$ cat src/rtl/sequential_divider.sv
// Signed restoring divider producing one quotient bit per clock.
// Results are reported as unsigned magnitudes plus a quotient sign flag, the same
// format the sequential multiplier uses, so both can share one display path.
module sequential_divider #(
    parameter int unsigned LENGTH = 8
) (
    input  logic              clock,
    input  logic              reset,
    input  logic              start,
    input  logic [LENGTH-1:0] dividend,
    input  logic [LENGTH-1:0] divisor,
    output logic [LENGTH-1:0] quotient,
    output logic [LENGTH-1:0] remainder,
    output logic              Computing,
    output logic              Ready,
    output logic              Negative,
    output logic              DivByZero
);

    // Step counter only needs to reach LENGTH-1.
    localparam int unsigned CW = $clog2(LENGTH);

    localparam logic [1:0] IDLE = 2'd0;
    localparam logic [1:0] CALC = 2'd1;
    localparam logic [1:0] SIGN = 2'd2;
    localparam logic [1:0] DONE = 2'd3;

    logic [1:0]        state;
    logic [1:0]        next_state;
    logic [CW-1:0]     count;
    // Shifts dividend bits out of the top while quotient bits enter at the bottom.
    logic [LENGTH-1:0] work;
    logic [LENGTH-1:0] dvs_mag;
    logic [LENGTH:0]   prem;
    logic              sign_dvd;
    logic              sign_dvs;
    logic              dz;

    logic [LENGTH-1:0] dvd_abs;
    logic [LENGTH-1:0] dvs_abs;
    logic [LENGTH:0]   shifted;
    logic [LENGTH:0]   trial;
    logic              trial_ok;
    logic              divisor_zero;

    // Operand magnitudes; the most-negative value maps onto its unsigned magnitude.
    always_comb begin
        dvd_abs      = dividend[LENGTH-1] ? ((~dividend) + LENGTH'(1)) : dividend;
        dvs_abs      = divisor[LENGTH-1]  ? ((~divisor)  + LENGTH'(1)) : divisor;
        divisor_zero = (divisor == '0);
    end

    // One restoring step: shift in the next dividend bit and trial-subtract.
    always_comb begin
        shifted  = {prem[LENGTH-1:0], work[LENGTH-1]};
        trial    = shifted - {1'b0, dvs_mag};
        trial_ok = ~trial[LENGTH];
    end

    // State register.
    always_ff @(posedge clock) begin
        if (reset) begin
            state <= IDLE;
        end else begin
            state <= next_state;
        end
    end

    // Next-state logic; a zero divisor skips the iteration entirely.
    always_comb begin
        next_state = state;
        case (state)
            IDLE, DONE: begin
                if (start) begin
                    next_state = divisor_zero ? SIGN : CALC;
                end
            end
            CALC: begin
                if (count == CW'(LENGTH - 1)) begin
                    next_state = SIGN;
                end
            end
            SIGN:    next_state = DONE;
            default: next_state = IDLE;
        endcase
    end

    // Datapath and registered outputs.
    always_ff @(posedge clock) begin
        if (reset) begin
            count     <= '0;
            work      <= '0;
            dvs_mag   <= '0;
            prem      <= '0;
            sign_dvd  <= 1'b0;
            sign_dvs  <= 1'b0;
            dz        <= 1'b0;
            quotient  <= '0;
            remainder <= '0;
            Computing <= 1'b0;
            Ready     <= 1'b0;
            Negative  <= 1'b0;
            DivByZero <= 1'b0;
        end else begin
            case (state)
                IDLE, DONE: begin
                    if (start) begin
                        work      <= dvd_abs;
                        dvs_mag   <= dvs_abs;
                        sign_dvd  <= dividend[LENGTH-1];
                        sign_dvs  <= divisor[LENGTH-1];
                        dz        <= divisor_zero;
                        prem      <= '0;
                        count     <= '0;
                        Computing <= 1'b1;
                        Ready     <= 1'b0;
                        Negative  <= 1'b0;
                        DivByZero <= 1'b0;
                    end
                end
                CALC: begin
                    prem  <= trial_ok ? trial : shifted;
                    work  <= {work[LENGTH-2:0], trial_ok};
                    count <= count + CW'(1);
                end
                SIGN: begin
                    // On divide-by-zero work still holds the untouched |dividend|.
                    quotient  <= dz ? '1 : work;
                    remainder <= dz ? work : prem[LENGTH-1:0];
                    Negative  <= !dz && (sign_dvd ^ sign_dvs) && (work != '0);
                    DivByZero <= dz;
                    Computing <= 1'b0;
                    Ready     <= 1'b1;
                end
                default: begin
                end
            endcase
        end
    end

endmodule

$ cat config.mk
export PLATFORM = sky130hd
export DESIGN_NAME = sequential_divider
export DESIGN_NICKNAME = d
export VERILOG_FILES = /design/src/rtl/sequential_divider.sv
export SDC_FILE = /design/constraint.sdc
export NUM_CORES = 1
export LEC_CHECK = 0
export CORE_MARGIN = 2
export CORE_UTILIZATION = 45
export CTS_BUF_LIST = sky130_fd_sc_hd__clkbuf_16
export DETAILED_ROUTE_END_ITERATION = 8
export PLACE_DENSITY = 0.72
export SLEW_MARGIN = 20
export SYNTH_ARGS = -nofsm -noshare
export SYNTH_HDL_FRONTEND = slang
export SYNTH_SLANG_ARGS = --single-unit
$ cat constraint.sdc
create_clock -name clock -period 4.36 [get_ports clock]
set_input_delay 0.654 -clock clock [delete_from_list [all_inputs] [get_ports clock]]
set_output_delay 0.654 -clock clock [all_outputs]
set_load 0.02 [all_outputs]
==> results of run 1 <==
-- flip-flops by register name (all words and copies together) (netlist names) --
signal	count
dvs_mag	8
prem	8
quotient	8
remainder	8
work	8
count	3
state	2
Computing	1
DivByZero	1
Negative	1
Ready	1
dz	1
sign_dvd	1
sign_dvs	1
-- per-layer routing --
layer / up-vias / GRT usage [%]
met5: - / 0
met4: 0 / 4.84
met3: 8 / 4.95
met2: 43 / 29.9
met1: 1168 / 24.6
li1: 1292 / -
-- how the worst max path moves through the flow --
stage                          from                   end  slack, ns  cells past startpoint
2_1_floorplan  work[7]$_SDFFE_PP0P_  prem[1]$_SDFFE_PP0P_       2.07                     10
3_3_place_gp   work[7]$_SDFFE_PP0P_  prem[0]$_SDFFE_PP0P_       1.55                      9
3_5_place_dp   work[7]$_SDFFE_PP0P_  prem[5]$_SDFFE_PP0P_       1.45                      9
4_1_cts        work[7]$_SDFFE_PP0P_  prem[5]$_SDFFE_PP0P_       1.44                      9
5_1_grt        work[7]$_SDFFE_PP0P_  prem[5]$_SDFFE_PP0P_       1.16                      9
6_report       work[7]$_SDFFE_PP0P_  prem[0]$_SDFFE_PP0P_       1.43                      9
-- cell families (layout without fill, tap and decap cells) --
logic type / Yosys count / count (layout) / share of synthesized area [%]
flops: 52 / 52 / 36.0
mux: 20 / 20 / 7.06
xor+xnor: 14 / 14 / 4.25
buf+inv: 42 / 70 / 5.85
fa+ha+maj: 15 / 15 / 6.76
simple gates: 111 / 111 / 16.9
compound gates: 96 / 96 / 23.1
-- report_power, final --
| group | switching [uW] | internal, uW |
|---|---|---|
| sequential | 124 | 608 |
| clock | 179 | 217 |
| combinational | 636 | 486 |
| total | 939 | 1310 |
-- critical path: stages (launching register included) --
cell,delay [ns]
dfxtp_1,0.34
inv_1,0.11
ha_1,0.16
inv_1,0.05
fa_1,0.43
a211oi_4,0.33
o211ai_2,0.13
a221oi_2,0.87
mux2i_1,0.17
a22o_1,0.22
-- final cells by class --
class	count	area [sq um]	share of cell area [%]
clock inverter	3	26.3	0.763
timing repair buffer	40	395	11.5
multi-input combinational	256	1680	48.7
inverter	22	82.6	2.40
clock buffer	5	125	3.63
sequential	52	1040	30.2
tap	77	96.3	2.80
-- metrics by stage --
step           power, uW  hold slack [ns]
4_1_cts             2260            0.467
5_1_grt             2420            0.500
6_report            2250            0.464
3_5_place_dp        1860            0.458
2_1_floorplan       1580            0.432
3_3_place_gp        1850            0.453
-- synthesized netlist by cell type (4+ instances only) --
| library cell | number |
|---|---|
| nand2b_1 | 8 |
| nand2_1 | 32 |
| mux2i_1 | 19 |
| o21ai_1 | 5 |
| xor2_1 | 13 |
| clkbuf_1 | 13 |
| dfxtp_1 | 52 |
| a21oi_1 | 25 |
| inv_1 | 22 |
| nor2_1 | 50 |
| o21ai_0 | 11 |
| ha_1 | 14 |
| o211ai_1 | 4 |
| a211oi_1 | 26 |
| nand3_1 | 4 |
==> results.md, run 1 <==
* DR WL/cell at 14.0 um
* Hold Path Sink: dvs_mag[0]$_SDFFE_PP0P_
* Synthesized Nets at between 300 and 400
* Max Slew Vio Count at 0
* Cell Pwr Density at ~650 mW/mm^2
* Leading area contributor after synthesis: dfxtp_1
* CTS hold repair buffers at 0
* Synth async-reset ratio at 0%
* Critical Path RT at approximately 4.6 ns
* Area Growth Syn to Fin at 19.3%
* Total core area at about 0.0063 sq mm
* Yosys reg bits at 52
* Vias in the first global route at 2290
* Post-synthesis cell count at 350
* Yosys warning count at 0
* Initial core utilization at a little under half
* Setup slack on the worst flop-to-flop path at 1.43 ns
* Initial DRC count at roughly 160
* GPL Wtd Cong at about 0.82
* DRT met1 WL at 3100 um
* Worst min-delay path class: flip-flop to flip-flop
* Routed vias at approximately 2500
* Routed wl met3 at about 240 um
* Arr. time, crit path at approximately 3.1 ns
* Pre-CTS setup slack at 1.45 ns
* Final core utilization at between 50% and 60%
* Port Buffers at 38
* Period utilisation layout at 67.1%
* Critical setup path kind: flip-flop to flip-flop
* Worst setup EP type: flip-flop
* LEAKAGE at about 0.0013 uW
* CP Launch Type: flip-flop
* RSZ-0062 raised after global routing: no
* Post-placement cell count at ~450
* Reg2reg path depth at 9
* Global-route usage over all layers at 18.5%
* Achievable frequency at between 0.3 and 0.4 GHz
* Placed Area at about 0.0033 sq mm
* CP max FO at 11
* Worst-Skew Late Latency at 0.29 ns
* Max-cap violation count at 0
* Die area at ~0.007 sq mm
* Nets at 411
* CTS Buffer Depth at 2
* Sequential share of the synthesized area at between 30% and 40%
* Total grt overflow at 0
* Clock sinks at 52
* Root Buffer: clkbuf_16
* First-pass GRT wire length at roughly 11000 um
* Post-route DRC at 0
* Count of different cell masters after synthesis at 48
* Layout cells sized above 1 at roughly 4.8%
* Largest cells by area after synthesis: dfxtp_1, a211oi_1, mux2i_1
* Core Rows at 29
* Fin Clk Skew at just under 0.007 ns
* PnR worst setup slack at roughly 1.4 ns
* Final non-filler cell total at 455
* Commonest cells after routing, fill and taps aside: dfxtp_1, nor2_1, clkdlybuf4s50_1
* Syn_area_per_cell at 8.25 sq um
* Post-route ant nets at 0
* Hold Startpoint: dvs_mag[0]$_SDFFE_PP0P_
* Post-synth EDFFs at 0
* Peak supply drop at about 430 uV
* Routed WL at around 6400 um
* Num ports at 39
* H-tree Lvls at 2
* CTS tree: done
* # resized after CTS at 0
* Min Tclk post-route at ~3 ns
* Vias per std cell at roughly 5.5
* Die Width at 84.1 um
* Antenna violations before repair at 0
* Met2 routed WL at a little under 3000 um
* Clock transition at path regs at approximately 0.07 ns
* Hold Path Depth at 2
* Top-area cell type share of the netlist area at between 30% and 40%
* Status: complete, no violations
* Postcts setup bufs at 0
* Filler cells at 590
* Post-Synthesis Cell Area at about 0.0029 sq mm
* Worst Max-Slew Pin Slew at 1.02 ns
* Final Setup Violations at 0
* Commonest non-fill, non-tap cell in the layout: dfxtp_1
* Relative max-transition margin at 32.0%
* Diodes inserted at 0
* Fin. Hold Viols at 0
* Highest routed layer: met4
* TNS Setup at 0 ns
* Post-DP HPWL at about 4700 um
* R2R Path Start: work[7]$_SDFFE_PP0P_
* Num CTS Buffers at 5
* R2r endpoint: prem[0]$_SDFFE_PP0P_
* Final Instance Area at 0.00344 sq mm
* Largest net degree at the start of global routing at 34
* Die span in y at ~84 um
* Top FF cell, synth: dfxtp_1
* DRT Pass-1 Iters at 4
(Power assumes the default switching activity.)
==> inputs of run 2 (changes only) <==
==> constraint.sdc (replaced) <==
create_clock -name clock -period 2.7 [get_ports clock]
set_input_delay 0.405 -clock clock [delete_from_list [all_inputs] [get_ports clock]]
set_output_delay 0.405 -clock clock [all_outputs]
set_load 0.02 [all_outputs]
==> run 2 against run 1 <==
Critical path depth increased by 1. First-iteration DRC count decreased by 3.2%. Non-clock buffer count increased by 5. Critical path type unchanged. Global-route usage decreased by 0.57 points.
==> results.md, run 2 (synthesis gave the netlist of run 1 again) <==
* Arr. time, crit path at 2.69 ns (was 3.11 ns)
* Commonest cells after routing, fill and taps aside: dfxtp_1, nor2_1, clkdlybuf4s50_1 (unchanged)
* Num ports at 39 (unchanged)
* Vias in the first global route at 2293 (was 2290)
* Clock transition at path regs at 0.07 ns (about the same)
* Port Buffers at 38 (unchanged)
* Largest net degree at the start of global routing at 35 (was 34)
* # resized after CTS at 0 (unchanged)
* Area Growth Syn to Fin at 20.6% (was 19.3%)
* DRT Pass-1 Iters at 4 (unchanged)
* Final Setup Violations at 0 (unchanged)
* Total core area at 0.00628 sq mm (unchanged)
* DR WL/cell at 13.9 um (was 14.0 um)
* Diodes inserted at 0 (unchanged)
* Fin Hold WS at 0.461 ns (was 0.464 ns)
* Die span in y at 84.1 um (unchanged)
* Min Tclk post-route at 2.46 ns (was 2.93 ns)
* Die Width at 84.1 um (unchanged)
* Total grt overflow at 0 (unchanged)
* RSZ-0062 raised after global routing: no (unchanged)
* Max incr delay on CP at 0.43 ns (was 0.87 ns)
* Max Slew Vio Count at 0 (unchanged)
* Die area at 0.00707 sq mm (unchanged)
* Num CTS Buffers at 5 (unchanged)
* Clock sinks at 52 (unchanged)
* Post-route ant nets at 0 (unchanged)
* Fin. Hold Viols at 0 (unchanged)
* Peak supply drop at 574 uV (was 430 uV)
* Antenna violations before repair at 0 (unchanged)
* Critical setup path kind: flip-flop to flip-flop (unchanged)
* Worst Max-Slew Pin Slew at 0.899 ns (was 1.02 ns)
* Critical path's top delay family: compound AO/OA/AOI/OAI gates (unchanged)
* Final non-filler cell total at 460 (was 455)
* CP Cell Sequence: inv_1 -> ha_1 -> inv_1 -> fa_1 -> a211oi_4 -> o211ai_2 -> a221oi_2 -> buf_4 -> mux2i_1 -> a22o_1 (was inv_1 -> ha_1 -> inv_1 -> fa_1 -> a211oi_4 -> o211ai_2 -> a221oi_2 -> mux2i_1 -> a22o_1)
* CP max stage cell: fa_1 (was a221oi_2)
* Initial DRC count at 152 (was 157)
* Final Instance Area at 0.00348 sq mm (was 0.00344 sq mm)
* Pre-CTS setup slack at 0.262 ns (was 1.45 ns)
* Routed WL at 6390 um (was 6360 um)
* CP Launch Type: flip-flop (unchanged)
* Root Buffer: clkbuf_16 (unchanged)
* Global-route usage over all layers at 17.9% (was 18.5%)
* Post-placement cell count at 452 (was 447)
* Fin Clk Skew at 0.00606 ns (was 0.00690 ns)
* CTS tree: done (unchanged)
* Initial core utilization at 46.0% (unchanged)
* CP max FO at 11 (unchanged)
* Max-cap violation count at 0 (unchanged)
* Post-DP HPWL at 4730 um (was 4680 um)
* Layout cells sized above 1 at 6.01% (was 4.76%)
* CTS hold repair buffers at 0 (unchanged)
* Worst setup EP type: flip-flop (unchanged)
* Postcts setup bufs at 0 (unchanged)
* Most frequent CP cell: inv_1 (unchanged)
* WP buf/inv at 3 (was 2)
* Routed vias at 2481 (was 2511)
* Achievable frequency at 0.406 GHz (was 0.342 GHz)
* Vias per std cell at 5.39 (was 5.52)
* Worst min-delay path class: flip-flop to flip-flop (unchanged)
* Worst-Skew Late Latency at 0.29 ns (about the same)
* Post-route DRC at 0 (unchanged)
* Core Rows at 29 (unchanged)
* First-pass GRT wire length at 10600 um (was 10800 um)
* H-tree Lvls at 2 (unchanged)
* Status: complete, no violations (unchanged)
* Period utilisation layout at 91.2% (was 67.1%)
* TNS Setup at 0 ns (unchanged)
* CTS Buffer Depth at 2 (unchanged)
* PnR worst setup slack at 0.236 ns (was 1.43 ns)
* Cell Pwr Density at 1060 mW/mm^2 (was 653 mW/mm^2)
* Relative max-transition margin at 40.0% (was 32.0%)
* LEAKAGE at 0.00131 uW (was 0.00129 uW)
* GPL Wtd Cong at 0.854 (was 0.816)
* Critical Path RT at 2.93 ns (was 4.55 ns)
* Commonest non-fill, non-tap cell in the layout: dfxtp_1 (unchanged)
* Nets at 416 (was 411)
* Placed Area at 0.00333 sq mm (was 0.00329 sq mm)
-- run 2: changes by cell type in the layout (fill, tap and decap cells not counted), sizes merged --
cell / previous run / this run
buf: 2 / 7
clkinv: 2 / 1
clkinvlp: 0 / 1
-- run 2: final timing paths --
path,depth (start not counted),slack [ns],start,to
hold / removal,2,0.46,dvs_mag[7]$_SDFFE_PP0P_,dvs_mag[7]$_SDFFE_PP0P_
hold reg to reg,2,0.46,dvs_mag[7]$_SDFFE_PP0P_,dvs_mag[7]$_SDFFE_PP0P_
setup / recovery,10,0.24,work[7]$_SDFFE_PP0P_,prem[0]$_SDFFE_PP0P_
setup reg to reg,10,0.24,work[7]$_SDFFE_PP0P_,prem[0]$_SDFFE_PP0P_
-- run 2: metal layers --
metal	share of wire, %	vias to the layer above	track usage, %
met5	0	-	0
met4	0.83	0	3.96
met3	2.3	5	2.77
met2	46	37	29.7
met1	51	1138	24.7
li1	-	1301	-
-- run 2: per-stage QoR --
step                utilization (%)  power [uW]
floorplan                         -        2540
global placement               53.1        3040
detailed placement             53.1        3060
CTS                            55.5        3710
global route                   55.5        3960
finish                         55.5        3700
-- run 2: power breakdown --
| part | internal (uW) | switching [uW] | total [uW] |
|---|---|---|---|
| sequential | 981 | 197 | 1180 |
| combinational | 827 | 1050 | 1870 |
| clock | 352 | 293 | 645 |
| total | 2160 | 1540 | 3700 |
-- run 2: layout make-up --
type	count	area (sq um)
clock inverters	3	27.5
fillers	557	2790
flip-flops and latches	52	1040
multi-input cells	256	1680
well taps	77	96.3
inverters	22	82.6
clock buffers	5	125
repair buffers	45	433
-- run 2: worst min-delay path: cells and delay by family, from the launching register on --
kind | cells | cell delay (ns)
AOI/OAI and AO/OA | 1 | 0.05
and+or+nand+nor | 1 | 0.05
DFF | 1 | 0.32
==> inputs of run 3 (changes only) <==
==> constraint.sdc (replaced) <==
create_clock -name clock -period 2.7 [get_ports clock]
set_input_delay 0.405 -clock clock [delete_from_list [all_inputs] [get_ports clock]]
set_output_delay 0.405 -clock clock [all_outputs]
set_load 0.01 [all_outputs]
==> results of run 3 <==
Same layout as run 2 (identical final DEF). Status: complete, no violations.
Among the figures that moved: total power 3700 uW -> 3630 uW; worst IR drop on VDD 574 uV -> 553 uV
